===== src/rtl/fetch_pkg.sv =====
// Shared types and constants for the instruction-fetch stage.
package fetch_pkg;

    typedef enum logic {FS_RUN, FS_HALT} fetch_state_t;

    localparam logic [31:0] NOP_INSTR = 32'h0;
    localparam logic [31:0] PC_STEP   = 32'd4;

endpackage


===== src/rtl/fetch_unit_if.sv =====
// Fetch-stage bus: control inputs, instruction-memory port and IF/ID outputs.
interface fetch_unit_if #(parameter int IMEM_AW = 6);
    logic               stall;
    logic               redirect;
    logic [31:0]        redirect_pc;
    logic [IMEM_AW-1:0] imem_addr;
    logic [31:0]        imem_rd;
    logic [31:0]        if_id_instr;
    logic [31:0]        if_id_pc;
    logic [31:0]        if_id_pcplus4;
    logic               if_id_valid;
    logic               fault;
    logic [31:0]        fetch_count;

    modport master (
        input  stall, redirect, redirect_pc, imem_rd,
        output imem_addr, if_id_instr, if_id_pc, if_id_pcplus4, if_id_valid,
               fault, fetch_count
    );

    modport slave (
        output stall, redirect, redirect_pc, imem_rd,
        input  imem_addr, if_id_instr, if_id_pc, if_id_pcplus4, if_id_valid,
               fault, fetch_count
    );
endinterface


===== src/rtl/adder32.sv =====
// Plain 32-bit adder, carry discarded (wraps modulo 2^32).
module adder32 (
    input  logic [31:0] a,
    input  logic [31:0] b,
    output logic [31:0] y
);
    assign y = a + b;
endmodule


===== src/rtl/fetch_unit_if_id_reg.sv =====
// IF/ID pipeline register; reset beats flush, flush beats load.
import fetch_pkg::*;

module if_id_reg (
    input  logic        clk,
    input  logic        reset,
    input  logic        load,
    input  logic        flush,
    input  logic [31:0] instr_d,
    input  logic [31:0] pc_d,
    input  logic [31:0] pcplus4_d,
    output logic [31:0] instr,
    output logic [31:0] pc,
    output logic [31:0] pcplus4,
    output logic        valid
);
    always_ff @(posedge clk) begin
        if (reset) begin
            instr   <= NOP_INSTR;
            pc      <= '0;
            pcplus4 <= '0;
            valid   <= 1'b0;
        end else if (flush) begin
            // A bubble keeps the last PC pair so decode sees a stable address.
            instr <= NOP_INSTR;
            valid <= 1'b0;
        end else if (load) begin
            instr   <= instr_d;
            pc      <= pc_d;
            pcplus4 <= pcplus4_d;
            valid   <= 1'b1;
        end
    end
endmodule


===== src/rtl/fetch_unit.sv =====
// Instruction-fetch stage: PC, range check, HALT on out-of-range PC, IF/ID capture.
//   state   | meaning
//   FS_RUN  | fetching; PC advances unless stalled
//   FS_HALT | PC left the memory range; IF/ID held as bubble until redirect
import fetch_pkg::*;

module fetch_unit #(
    parameter logic [31:0] RESET_PC = 32'h0000_0000,
    parameter int          IMEM_AW  = 6
) (
    input  logic clk,
    input  logic reset,
    fetch_unit_if.master bus
);
    fetch_state_t state, state_nxt;
    logic [31:0]  pc, pc_nxt, pc_plus4;
    logic [31:0]  fetch_count;
    logic         in_range;
    logic         load, flush, count_inc;

    adder32 u_pc_add (.a(pc), .b(PC_STEP), .y(pc_plus4));

    assign in_range      = (pc[31:IMEM_AW+2] == '0);
    assign bus.imem_addr = pc[IMEM_AW+1:2];

    always_ff @(posedge clk) begin
        if (reset) begin
            state       <= FS_RUN;
            pc          <= RESET_PC;
            fetch_count <= '0;
        end else begin
            state <= state_nxt;
            pc    <= pc_nxt;
            if (count_inc) fetch_count <= fetch_count + 32'd1;
        end
    end

    always_comb begin
        state_nxt = state;
        pc_nxt    = pc;
        load      = 1'b0;
        flush     = 1'b0;
        count_inc = 1'b0;
        if (bus.redirect) begin
            state_nxt = FS_RUN;
            pc_nxt    = bus.redirect_pc & ~32'h3;
            flush     = 1'b1;
        end else if (state == FS_HALT) begin
            flush = 1'b1;
        end else if (!in_range) begin
            state_nxt = FS_HALT;
            flush     = 1'b1;
        end else if (!bus.stall) begin
            pc_nxt    = pc_plus4;
            load      = 1'b1;
            count_inc = 1'b1;
        end
    end

    if_id_reg u_if_id (
        .clk       (clk),
        .reset     (reset),
        .load      (load),
        .flush     (flush),
        .instr_d   (bus.imem_rd),
        .pc_d      (pc),
        .pcplus4_d (pc_plus4),
        .instr     (bus.if_id_instr),
        .pc        (bus.if_id_pc),
        .pcplus4   (bus.if_id_pcplus4),
        .valid     (bus.if_id_valid)
    );

    // HALT is the only source of fault, so the state register is the fault flop.
    assign bus.fault       = (state == FS_HALT);
    assign bus.fetch_count = fetch_count;
endmodule


===== src/flat_wrapper.sv =====
// flat-port wrapper written by rule: the top's interface ports become plain ports
module fetch_unit_flat 
#(
    parameter logic [31:0] RESET_PC = 32'h0000_0000,
    parameter int          IMEM_AW  = 6
)
  (clk, reset, bus_stall, bus_redirect, bus_redirect_pc, bus_imem_rd, bus_imem_addr, bus_if_id_instr, bus_if_id_pc, bus_if_id_pcplus4, bus_if_id_valid, bus_fault, bus_fetch_count);
  fetch_unit_if #(.IMEM_AW(IMEM_AW)) bus_i ();
  input  logic clk;
  input  logic reset;
  input wire logic [$bits(bus_i.stall)-1:0] bus_stall;
  input wire logic [$bits(bus_i.redirect)-1:0] bus_redirect;
  input wire logic [$bits(bus_i.redirect_pc)-1:0] bus_redirect_pc;
  input wire logic [$bits(bus_i.imem_rd)-1:0] bus_imem_rd;
  output wire logic [$bits(bus_i.imem_addr)-1:0] bus_imem_addr;
  output wire logic [$bits(bus_i.if_id_instr)-1:0] bus_if_id_instr;
  output wire logic [$bits(bus_i.if_id_pc)-1:0] bus_if_id_pc;
  output wire logic [$bits(bus_i.if_id_pcplus4)-1:0] bus_if_id_pcplus4;
  output wire logic [$bits(bus_i.if_id_valid)-1:0] bus_if_id_valid;
  output wire logic [$bits(bus_i.fault)-1:0] bus_fault;
  output wire logic [$bits(bus_i.fetch_count)-1:0] bus_fetch_count;
  assign bus_i.stall = bus_stall;
  assign bus_i.redirect = bus_redirect;
  assign bus_i.redirect_pc = bus_redirect_pc;
  assign bus_i.imem_rd = bus_imem_rd;
  assign bus_imem_addr = bus_i.imem_addr;
  assign bus_if_id_instr = bus_i.if_id_instr;
  assign bus_if_id_pc = bus_i.if_id_pc;
  assign bus_if_id_pcplus4 = bus_i.if_id_pcplus4;
  assign bus_if_id_valid = bus_i.if_id_valid;
  assign bus_fault = bus_i.fault;
  assign bus_fetch_count = bus_i.fetch_count;
  fetch_unit #(.RESET_PC(RESET_PC), .IMEM_AW(IMEM_AW)) u_core (.clk(clk), .reset(reset), .bus(bus_i));
endmodule

===== config.mk =====
export PLATFORM = sky130hd
export DESIGN_NAME = fetch_unit_flat
export DESIGN_NICKNAME = d
export VERILOG_FILES = /design/src/rtl/fetch_pkg.sv /design/src/rtl/fetch_unit_if.sv /design/src/rtl/adder32.sv /design/src/rtl/fetch_unit_if_id_reg.sv /design/src/rtl/fetch_unit.sv /design/src/flat_wrapper.sv
export SDC_FILE = /design/constraint.sdc
export NUM_CORES = 1
export LEC_CHECK = 0
export ABC_AREA = 1
export BUFFER_PORTS_ARGS = -buffer_cell sky130_fd_sc_hd__buf_2
export CAP_MARGIN = 20
export CORE_ASPECT_RATIO = 0.75
export CORE_MARGIN = 2
export CORE_UTILIZATION = 46
export CTS_CLUSTER_DIAMETER = 150
export DETAILED_ROUTE_END_ITERATION = 10
export GPL_ROUTABILITY_DRIVEN = 0
export PLACE_DENSITY = 0.87
export SLEW_MARGIN = 10
export SYNTH_ARGS = -nofsm -noshare
export SYNTH_HDL_FRONTEND = slang
export SYNTH_SLANG_ARGS = --single-unit

===== constraint.sdc =====
create_clock -name clk -period 1.45 [get_ports clk]
set_input_delay 0.145 -clock clk [delete_from_list [all_inputs] [get_ports clk]]
set_output_delay 0.145 -clock clk [all_outputs]
set_load 0.01 [all_outputs]

==> impl_metrics.toml, run 1 <==
[run_status]
status = "finished, violations left"
violations = "setup timing"

[timing]
fin_crit_sh = 1.26
min_period_ps = 1830
skew_ps = 9.00
fmax_mhz = 546
rsz0062_at_grt = "yes"
tightest_slew_ps = 563
hold_viol_final = 0
finalMaxSlewViolations = 0
setup_tns_ps = -33040
slew_headroom = 0.624
finalWorstSetupSlack_ps = -381
setup_violations = 156

[routing]
wl_per_cell_um = 18.5
post-route-drc-count = 0
routed_wl_um = 26800
vias = 8023
vias_per_cell = 5.53
first_iter_violations = 812
ant_nets = 0
dr.pass1.iters = 5

[die]
fp.coreArea_mm2 = 0.0143
dieArea_mm2 = 0.0154
die_h_um = 108
die_x_um = 143
rows = 38
ios = 204
start_util = 0.465

[synth]
yosys-top-cells-area = "dfxtp_1 (47%), nand2_1 (16%), nor2_1 (10%)"
yosysSeqAreaShare = 0.470
synth.avg_cell_area_um2 = 7.16
ys_ff_latch = 156
syn_area_mm2 = 0.00665
synth_cells = 928
yosysTopAreaCellShare = 0.470
yosys_warnings = 0
yosys.cell_types.count = 28
yosys.area.top_type = "dfxtp_1"
synthFlopType = "dfxtp_1"
synth-edff-count = 0
async_flop_share = 0

[clock_tree]
clk-insertion-delay-late_ps = 430
root_buffer = "clkbuf_16"
h-tree-depth = 4
clkTransAtPathRegs_ps = 70
cts_buffer_depth = 2
tritoncts = "built"
cts_buffers = 17
cts.sinks = 156

[pwr]
p_per_area_mw_per_mm2 = 926
p_leak_uw = 0.00472
peakVddDrop_mv = 0.786
power.total_uw = 9890

[critical_path]
required_ps = 1730
reg2reg_to = "u_core.u_if_id.pc[30]$_SDFFE_PP0P_"
timing.rr.start = "u_core.pc[24]$_SDFFE_PP0P_"
worst_setup_path_end_kind = "register"
path_max_fanout = 9
critical_path.top_delay_family = "simple AND/OR/NAND/NOR gates"
r2r_cells = 11
crit_path_cell_trace = "nor2_2 > nand2_1 > nor2_2 > nand2_2 > nor2_4 > nand3_4 > buf_12 > buf_12 > buf_8 > nand2_1 > nor2_1"
critPathKind = "reg2reg"
reg2reg_setup_slack_ps = -380
critPathArrivalTime_ps = 2110
crit_buf_inv = 3
critPathSlowestCell = "dfxtp_2"
cpPeakStageDelay_ps = 340
start_kind = "register"

[placed_design]
pre_cts_slack_ps = -237
dp_hpwl_um = 12300
portBuffers = 197
place_inst = 1325
placed_area_mm2 = 0.00814

[global_routing]
antenna_found_initial = 1
grt_start_max_net_pins = 105
grt_pass1_wl_um = 36300
gr-total-overflow = 0
grt_pass1_vias = 7442
grtUsageTotal = 0.299

[min_path]
min_path_type = "in2reg"
holdPathStages = 3
min_to = "u_core.pc[21]$_SDFFE_PP0P_"
hp-start = "bus_redirect_pc[21]"

[run]
maxCapViolCount = 0

[cells_and_area]
final_area_mm2 = 0.0107
syn_to_final_growth_pct = 60.6
drive_above_1_share = 0.386
nets = 1306
fin_cells = 1450
[per-stage QoR]
stage / hold slack [ps] / util
6_report: 38.5 / 0.746
4_1_cts: 3.58 / 0.690
5_1_grt: 30.4 / 0.746
3_3_place_gp: 364 / 0.569
3_5_place_dp: 372 / 0.569
2_1_floorplan: 280 / -
[where the power goes]
part / leakage [uW] / internal [uW] / total, uW / switching, uW
clock network: 0.000296 / 2660 / 4690 / 2030
registers: 0.00127 / 4340 / 4380 / 45.1
logic: 0.00316 / 357 / 821 / 464
total: 0.00472 / 7350 / 9890 / 2540
[worst max path at each step]
stage | start | end | cells after the start
CTS | u_core.pc[19]$_SDFFE_PP0P_ | u_core.u_if_id.instr[10]$_SDFFE_PP0P_ | 11
floorplan | u_core.pc[31]$_SDFFE_PP0P_ | u_core.u_if_id.pc[10]$_SDFFE_PP0P_ | 10
finish | u_core.pc[24]$_SDFFE_PP0P_ | u_core.u_if_id.pc[30]$_SDFFE_PP0P_ | 11
global placement | u_core.pc[31]$_SDFFE_PP0P_ | u_core.u_if_id.pc[2]$_SDFFE_PP0P_ | 9
global route | u_core.pc[24]$_SDFFE_PP0P_ | u_core.u_if_id.pc[30]$_SDFFE_PP0P_ | 11
detailed placement | u_core.pc[22]$_SDFFE_PP0P_ | u_core.u_if_id.pc[2]$_SDFFE_PP0P_ | 9
[worst reg2reg max path, stage by stage (launching register included)]
cell,delay (ps)
dfxtp_2,340
nor2_2,140
nand2_1,100
nor2_2,130
nand2_2,80
nor2_4,120
nand3_4,120
buf_12,170
buf_12,160
buf_8,150
nand2_1,90
nor2_1,80
[placed cells by master (no fill, tap or decap), types with 5 or more instances in the layout]
| cell | synthesis | final |
|---|---|---|
| buf_2 | 12 | 196 |
| inv_1 | 27 | 20 |
| nand2_4 | 0 | 19 |
| dfxtp_1 | 156 | 147 |
| nand2_1 | 292 | 231 |
| buf_6 | 3 | 10 |
| o2111ai_1 | 33 | 27 |
| nor2_2 | 1 | 28 |
| inv_2 | 2 | 9 |
| buf_4 | 14 | 56 |
| o2111ai_2 | 0 | 5 |
| nor2_1 | 180 | 134 |
| nand4_1 | 7 | 7 |
| nand3b_1 | 16 | 16 |
| a21oi_2 | 1 | 8 |
| a21oi_1 | 74 | 67 |
| xor2_1 | 15 | 15 |
| nor2_4 | 2 | 21 |
| nand3_1 | 39 | 35 |
| buf_12 | 0 | 12 |
| nand2_2 | 0 | 41 |
| dfxtp_2 | 0 | 9 |
| buf_16 | 0 | 6 |
| dlygate4sd3_1 | 0 | 54 |
| clkbuf_16 | 0 | 29 |
| buf_8 | 0 | 6 |
[Yosys cell counts, types with 3 or more instances]
library cell  instances
nor2_1              180
nand4_1               7
o2111ai_1            33
clkbuf_1             33
xor2_1               15
buf_1                 5
buf_6                 3
a21oi_1              74
nand3b_1             16
nand2_1             292
buf_4                14
o21ai_0               3
buf_2                12
dfxtp_1             156
nand3_1              39
nand3_2               3
inv_1                27
[layout make-up]
type / count / area, um2
Antenna cell: 1 / 2.50
Clock buffer: 18 / 439
Clock inverter: 14 / 173
Fill cell: 949 / 3630
Inverter: 31 / 116
Multi-Input combinational cell: 677 / 3680
Sequential cell: 156 / 3130
Tap cell: 200 / 250
Timing Repair Buffer: 353 / 2880
[cell families after synthesis]
| family | after synthesis | synth area share |
|---|---|---|
| buffers and inverters | 98 | 0.0689 |
| flip-flops | 156 | 0.470 |
| adder cells (fa/ha/maj) | 2 | 0.00376 |
| other | 1 | 0.000564 |
| XOR/XNOR | 17 | 0.0224 |
| AO/OA/AOI/OAI | 111 | 0.103 |
| AND/OR/NAND/NOR | 543 | 0.332 |
[metal layers]
metal	global-route usage	wire length [um]	up-vias
li1	-	-	3605
met2	0.487	12600	558
met5	0	0	-
met1	0.356	10200	3740
met4	0.147	1210	0
met3	0.103	2730	120
[what timing repair did]
action,in CTS,in global routing
gates cloned,9,14
setup buffers,14,6
pin swaps,13,24
endpoints found under the hold margin,54,0
hold buffers,54,0
endpoints found under the setup margin,156,156
gates resized for setup,65,153
[sequential cells by signal (all words and copies together) (netlist names)]
name	flops
u_core.bus.fault	1
u_core.bus.fetch_count	32
u_core.pc	30
u_core.u_if_id.instr	32
u_core.u_if_id.pc	30
u_core.u_if_id.pcplus4	30
u_core.u_if_id.valid	1
Power figures use the tool's default switching activity.
==> run 2: changes to the inputs <==
--- a/config.mk
+++ b/config.mk
@@ -14,7 +14,7 @@
 export CTS_CLUSTER_DIAMETER = 150
 export DETAILED_ROUTE_END_ITERATION = 10
 export GPL_ROUTABILITY_DRIVEN = 0
-export PLACE_DENSITY = 0.87
+export PLACE_DENSITY = 0.76
 export SLEW_MARGIN = 10
 export SYNTH_ARGS = -nofsm -noshare
 export SYNTH_HDL_FRONTEND = slang
==> impl_metrics.toml, run 2 (synthesis gave the netlist of run 1 again) <==
[cells_and_area]
antennaDiodeCount = 0
multiInputGateArea_mm2 = 0.00322
regArea_mm2 = 0.00313
fin_cells = 1433
syn_to_final_growth_pct = 46.1
nFillCells = 1128
layout_commonest_cell = "nand2_1"
nets = 1290
drive_above_1_share = 0.303
final_cell_mix = "nand2_1 (287), buf_2 (196), dfxtp_1 (149)"
top_regs = "u_core.bus.fetch_count (32), u_core.u_if_id.instr (32)"

[critical_path]
path_max_fanout = 11
cpPeakStageDelay_ps = 330
critical_path.top_delay_family = "simple AND/OR/NAND/NOR gates"
crit_path_frequent_cell = "nor2_2"
critPathSlowestCell = "dfxtp_2"
required_ps = 1760
critPathArrivalTime_ps = 1950
reg2reg_setup_slack_ps = -190
worst_setup_path_end_kind = "register"
critPathKind = "reg2reg"
start_kind = "register"
crit_buf_inv = 2
crit_path_cell_trace = "nor2_2 > nand2_1 > nor2_2 > nand2_2 > nor2_4 > nand3_4 > buf_12 > clkbuf_16 > nor2_2 > nor2_1"

[die]
die_h_um = 108
dieArea_mm2 = 0.0154
die_x_um = 143
ios = 204
rows = 38
start_util = 0.465
fp.coreArea_mm2 = 0.0143

[global_routing]
grt_pass1_wl_um = 31700
antenna_found_initial = 0
grt_start_max_net_pins = 82
grtUsageTotal = 0.256
gr-total-overflow = 0
grt_pass1_vias = 6657

[pwr]
p_leak_uw = 0.00442
p_int_uw = 7120
pwr-share-seq = 0.466
peakVddDrop_mv = 0.791
clkPwrFrac = 0.463
comb_power_share = 0.071
p_per_area_mw_per_mm2 = 967
switchingPower_uw = 2270
swShare = 0.242

[run_status]
violations = "setup timing"
status = "finished, violations left"

[timing]
skew_ps = 10.0
setup_violations = 154
finalMaxSlewViolations = 0
min_period_ps = 1640
hold_viol_final = 0
holdWs_ps = 96.1
fin_crit_sh = 1.13
rsz0062_at_grt = "yes"
finalWorstSetupSlack_ps = -191
fmax_mhz = 609

[routing]
vias_per_cell = 5.14
post-route-drc-count = 0
vias = 7363
first_iter_violations = 470
routed_wl_um = 21300
dr.pass1.iters = 5
ant_nets = 0
wl_per_cell_um = 14.9

[clock_tree]
clk-insertion-delay-late_ps = 430
clkTransAtPathRegs_ps = 70
cts_buffers = 17
root_buffer = "clkbuf_16"
tritoncts = "built"
cts_buffer_depth = 2
cts.sinks = 156
h-tree-depth = 4

[placed_design]
place_inst = 1335
pre_cts_slack_ps = -107
dp_hpwl_um = 12700
portBuffers = 197

[min_path]
min_path_type = "in2reg"

[run]
maxCapViolCount = 0
run 2: timing repair:
| action | CTS | global route |
|---|---|---|
| cloned | 0 | 7 |
| pin swaps | 2 | 8 |
| resized for setup | 13 | 42 |
| setup endpoints to repair | 136 | 155 |
| hold buffers | 55 | 0 |
| setup buffers | 2 | 2 |
| hold endpoints to repair | 55 | 0 |
run 2: power groups by stage:
| stage | logic [uW] | clock network (uW) | registers [uW] |
|---|---|---|---|
| 3_5_place_dp | 502 | 0 | 4460 |
| 3_3_place_gp | 498 | 0 | 4460 |
| 6_report | 669 | 4350 | 4370 |
| 5_1_grt | 724 | 4570 | 4380 |
| 4_1_cts | 624 | 4390 | 4370 |
| 2_1_floorplan | 301 | 0 | 4460 |
run 2: final timing paths:
kind / start / endpoint / depth (start not counted)
setup reg to reg: u_core.pc[19]$_SDFFE_PP0P_ / u_core.u_if_id.instr[6]$_SDFFE_PP0P_ / 10
setup / recovery: u_core.pc[19]$_SDFFE_PP0P_ / u_core.u_if_id.instr[6]$_SDFFE_PP0P_ / 10
hold / removal: bus_redirect_pc[8] / u_core.pc[8]$_SDFFE_PP0P_ / 5
hold reg to reg: u_core.u_if_id.pc[10]$_SDFFE_PP0P_ / u_core.u_if_id.pc[10]$_SDFFE_PP0P_ / 2
run 2: worst reg2reg max path, stage by stage (launching register included):
cell and delay [ps]:
dfxtp_2 330, nor2_2 100, nand2_1 60, nor2_2 150, nand2_2 80, nor2_4 190, nand3_4 100, buf_12 170
clkbuf_16 190, nor2_2 100, nor2_1 60
run 2: layer usage:
metal | wire, um | vias up | GRT usage
met5 | 0 | - | 0
met4 | 550 | 0 | 0.102
met3 | 2000 | 53 | 0.0815
met2 | 9560 | 368 | 0.391
met1 | 9230 | 3370 | 0.338
li1 | - | 3572 | -
run 2: area by class of cell:
cell class              instances  area share
inverters                      31      0.0120
flip-flops and latches        156       0.322
well taps                     200      0.0258
clock buffers                  21      0.0474
multi-input cells             677       0.332
repair buffers                337       0.249
clock inverters                11      0.0115
run 2: through the flow:
stage	util	power (uW)	cell area, um2	setup TNS (ps)
floorplan	-	4770	6680	0
global placement	0.576	4960	8250	-2580
detailed placement	0.576	4970	8250	-7460
CTS	0.658	9390	9420	-8070
global route	0.679	9670	9710	-33030
finish	0.679	9390	9710	-18750
==> run 3: changes to the inputs <==
--- a/config.mk
+++ b/config.mk
@@ -10,11 +10,12 @@
 export CAP_MARGIN = 20
 export CORE_ASPECT_RATIO = 0.75
 export CORE_MARGIN = 2
-export CORE_UTILIZATION = 46
+export CORE_UTILIZATION = 48
+export CTS_BUF_LIST = sky130_fd_sc_hd__clkbuf_8
 export CTS_CLUSTER_DIAMETER = 150
 export DETAILED_ROUTE_END_ITERATION = 10
 export GPL_ROUTABILITY_DRIVEN = 0
-export PLACE_DENSITY = 0.76
+export PLACE_DENSITY = 0.78
 export SLEW_MARGIN = 10
 export SYNTH_ARGS = -nofsm -noshare
 export SYNTH_HDL_FRONTEND = slang
==> impl_metrics.toml, run 3 (synthesis gave the netlist of run 1 again) <==
[run_status]
status = "finished, violations left"
violations = "setup timing"

[pwr]
p_int_uw = 6080
switchingPower_uw = 2250
pwr-share-seq = 0.525
peakVddDrop_mv = 0.675
comb_power_share = 0.083
clkPwrFrac = 0.392
swShare = 0.271
p_per_area_mw_per_mm2 = 864
p_leak_uw = 0.00456

[clock_tree]
cts_buffers = 17
h-tree-depth = 4
tritoncts = "built"
clk-insertion-delay-late_ps = 450
cts_buffer_depth = 2
cts.sinks = 156
clkTransAtPathRegs_ps = 100
root_buffer = "clkbuf_8"

[timing]
finalMaxSlewViolations = 0
slew_headroom = 0.618
tightest_slew_ps = 573
fin_crit_sh = 1.13
setup_violations = 154
hold_viol_final = 0
fmax_mhz = 611
min_period_ps = 1640
rsz0062_at_grt = "yes"
setup_tns_ps = -16110
skew_ps = 23.8
holdWs_ps = 63.3
finalWorstSetupSlack_ps = -186

[routing]
wl_per_cell_um = 15.0
routed_wl_um = 21000
ant_nets = 0
post-route-drc-count = 0
dr.pass1.iters = 5
vias = 7249
first_iter_violations = 569
vias_per_cell = 5.19

[critical_path]
cpPeakStageDelay_ps = 330
crit_path_frequent_cell = "nor2_4"
critPathSlowestCell = "dfxtp_2"
start_kind = "register"
critPathKind = "reg2reg"
required_ps = 1820
critPathArrivalTime_ps = 2000
crit_path_cell_trace = "inv_1 > nand2_2 > nor2_4 > nand2_1 > nor2_1 > nand3_2 > nor2_4 > buf_12 > clkbuf_16 > nand2_4 > a21oi_2"
worst_setup_path_end_kind = "register"
path_max_fanout = 7

[run]
maxCapViolCount = 0

[cells_and_area]
layout_commonest_cell = "nand2_1"
utilization = 0.708
syn_to_final_growth_pct = 44.9
final_cell_mix = "nand2_1 (263), buf_2 (196), nor2_1 (167)"
nets = 1279
drive_above_1_share = 0.328
antennaDiodeCount = 0
top_regs = "u_core.bus.fetch_count (32), u_core.u_if_id.instr (32)"
nFillCells = 1055

[global_routing]
grtUsageTotal = 0.254
gr-total-overflow = 0
grt_pass1_vias = 6502
grt_pass1_wl_um = 30700
antenna_found_initial = 0
grt_start_max_net_pins = 70

[die]
ios = 204
start_util = 0.489
fp.coreArea_mm2 = 0.0136
dieArea_mm2 = 0.0148
die_h_um = 106
rows = 37
die_x_um = 140

[min_path]
min_path_type = "in2reg"

[placed_design]
dp_hpwl_um = 12200
portBuffers = 197
pre_cts_slack_ps = -160
==> run 3: cell count changes in the layout (fill, tap and decap cells not counted), sizes merged <==
cell / previous run / this run
buf: 277 / 266
inv: 32 / 37
clkbuf: 26 / 22
clkinv: 8 / 5
clkinvlp: 1 / 3
==> run 3: metrics by stage <==
step / instance area (um2) / cells / total power, uW
after detailed placement: 8090 / 1295 / 4970
after global routing: 9640 / 1397 / 8640
after global placement: 8090 / 1295 / 4960
after CTS: 9050 / 1383 / 8290
final: 9640 / 1397 / 8330
after floorplan: 6680 / 931 / 4770
==> run 3: final timing paths <==
check                           cells after the start                          startpoint                            endpoint  slack, ps
worst max-delay path                               11          u_core.pc[30]$_SDFFE_PP0P_   u_core.u_if_id.pc[5]$_SDFFE_PP0P_       -190
worst min-delay path                                5                  bus_redirect_pc[8]           u_core.pc[8]$_SDFFE_PP0P_         60
worst max register to register                     11          u_core.pc[30]$_SDFFE_PP0P_   u_core.u_if_id.pc[5]$_SDFFE_PP0P_       -190
worst min register to register                      2  u_core.u_if_id.pc[20]$_SDFFE_PP0P_  u_core.u_if_id.pc[20]$_SDFFE_PP0P_        440
==> run 3: worst max-delay path, delay by kind of cell (launching register included) <==
family	cells	cell delay [ps]
and+or+nand+nor	7	700
buffers and inverters	3	400
DFF	1	330
AOI/OAI and AO/OA	1	140
==> run 3: metal layers <==
layer,global-route usage,share of wire
met5,0,0
met4,0.117,0.035
met3,0.0788,0.090
met2,0.399,0.46
met1,0.322,0.42
==> run 3: power by group through the flow <==
stage | registers, uW | logic, uW | clock network (uW)
3_5_place_dp | 4470 | 499 | 0
4_1_cts | 4370 | 616 | 3310
6_report | 4380 | 690 | 3270
2_1_floorplan | 4460 | 301 | 0
5_1_grt | 4380 | 744 | 3520
3_3_place_gp | 4460 | 494 | 0
==> run 3: layout make-up <==
cell class                 count  area [um2]  area share
clock buffer                  17         234      0.0243
timing repair buffer         326        2350       0.244
multi-input combinational    677        3420       0.355
clock inverter                15         154      0.0160
tap                          175         219      0.0227
sequential                   156        3140       0.326
inverter                      31         116      0.0121
==> run 3: repair_timing <==
item                                   4_1_cts  5_1_grt
resized for setup                            2      107
pin swaps                                    1       25
cloned                                       0        9
setup buffers                                1        5
setup endpoints to repair                  124      155
hold buffers                                55        0
endpoints found under the hold margin       55        0
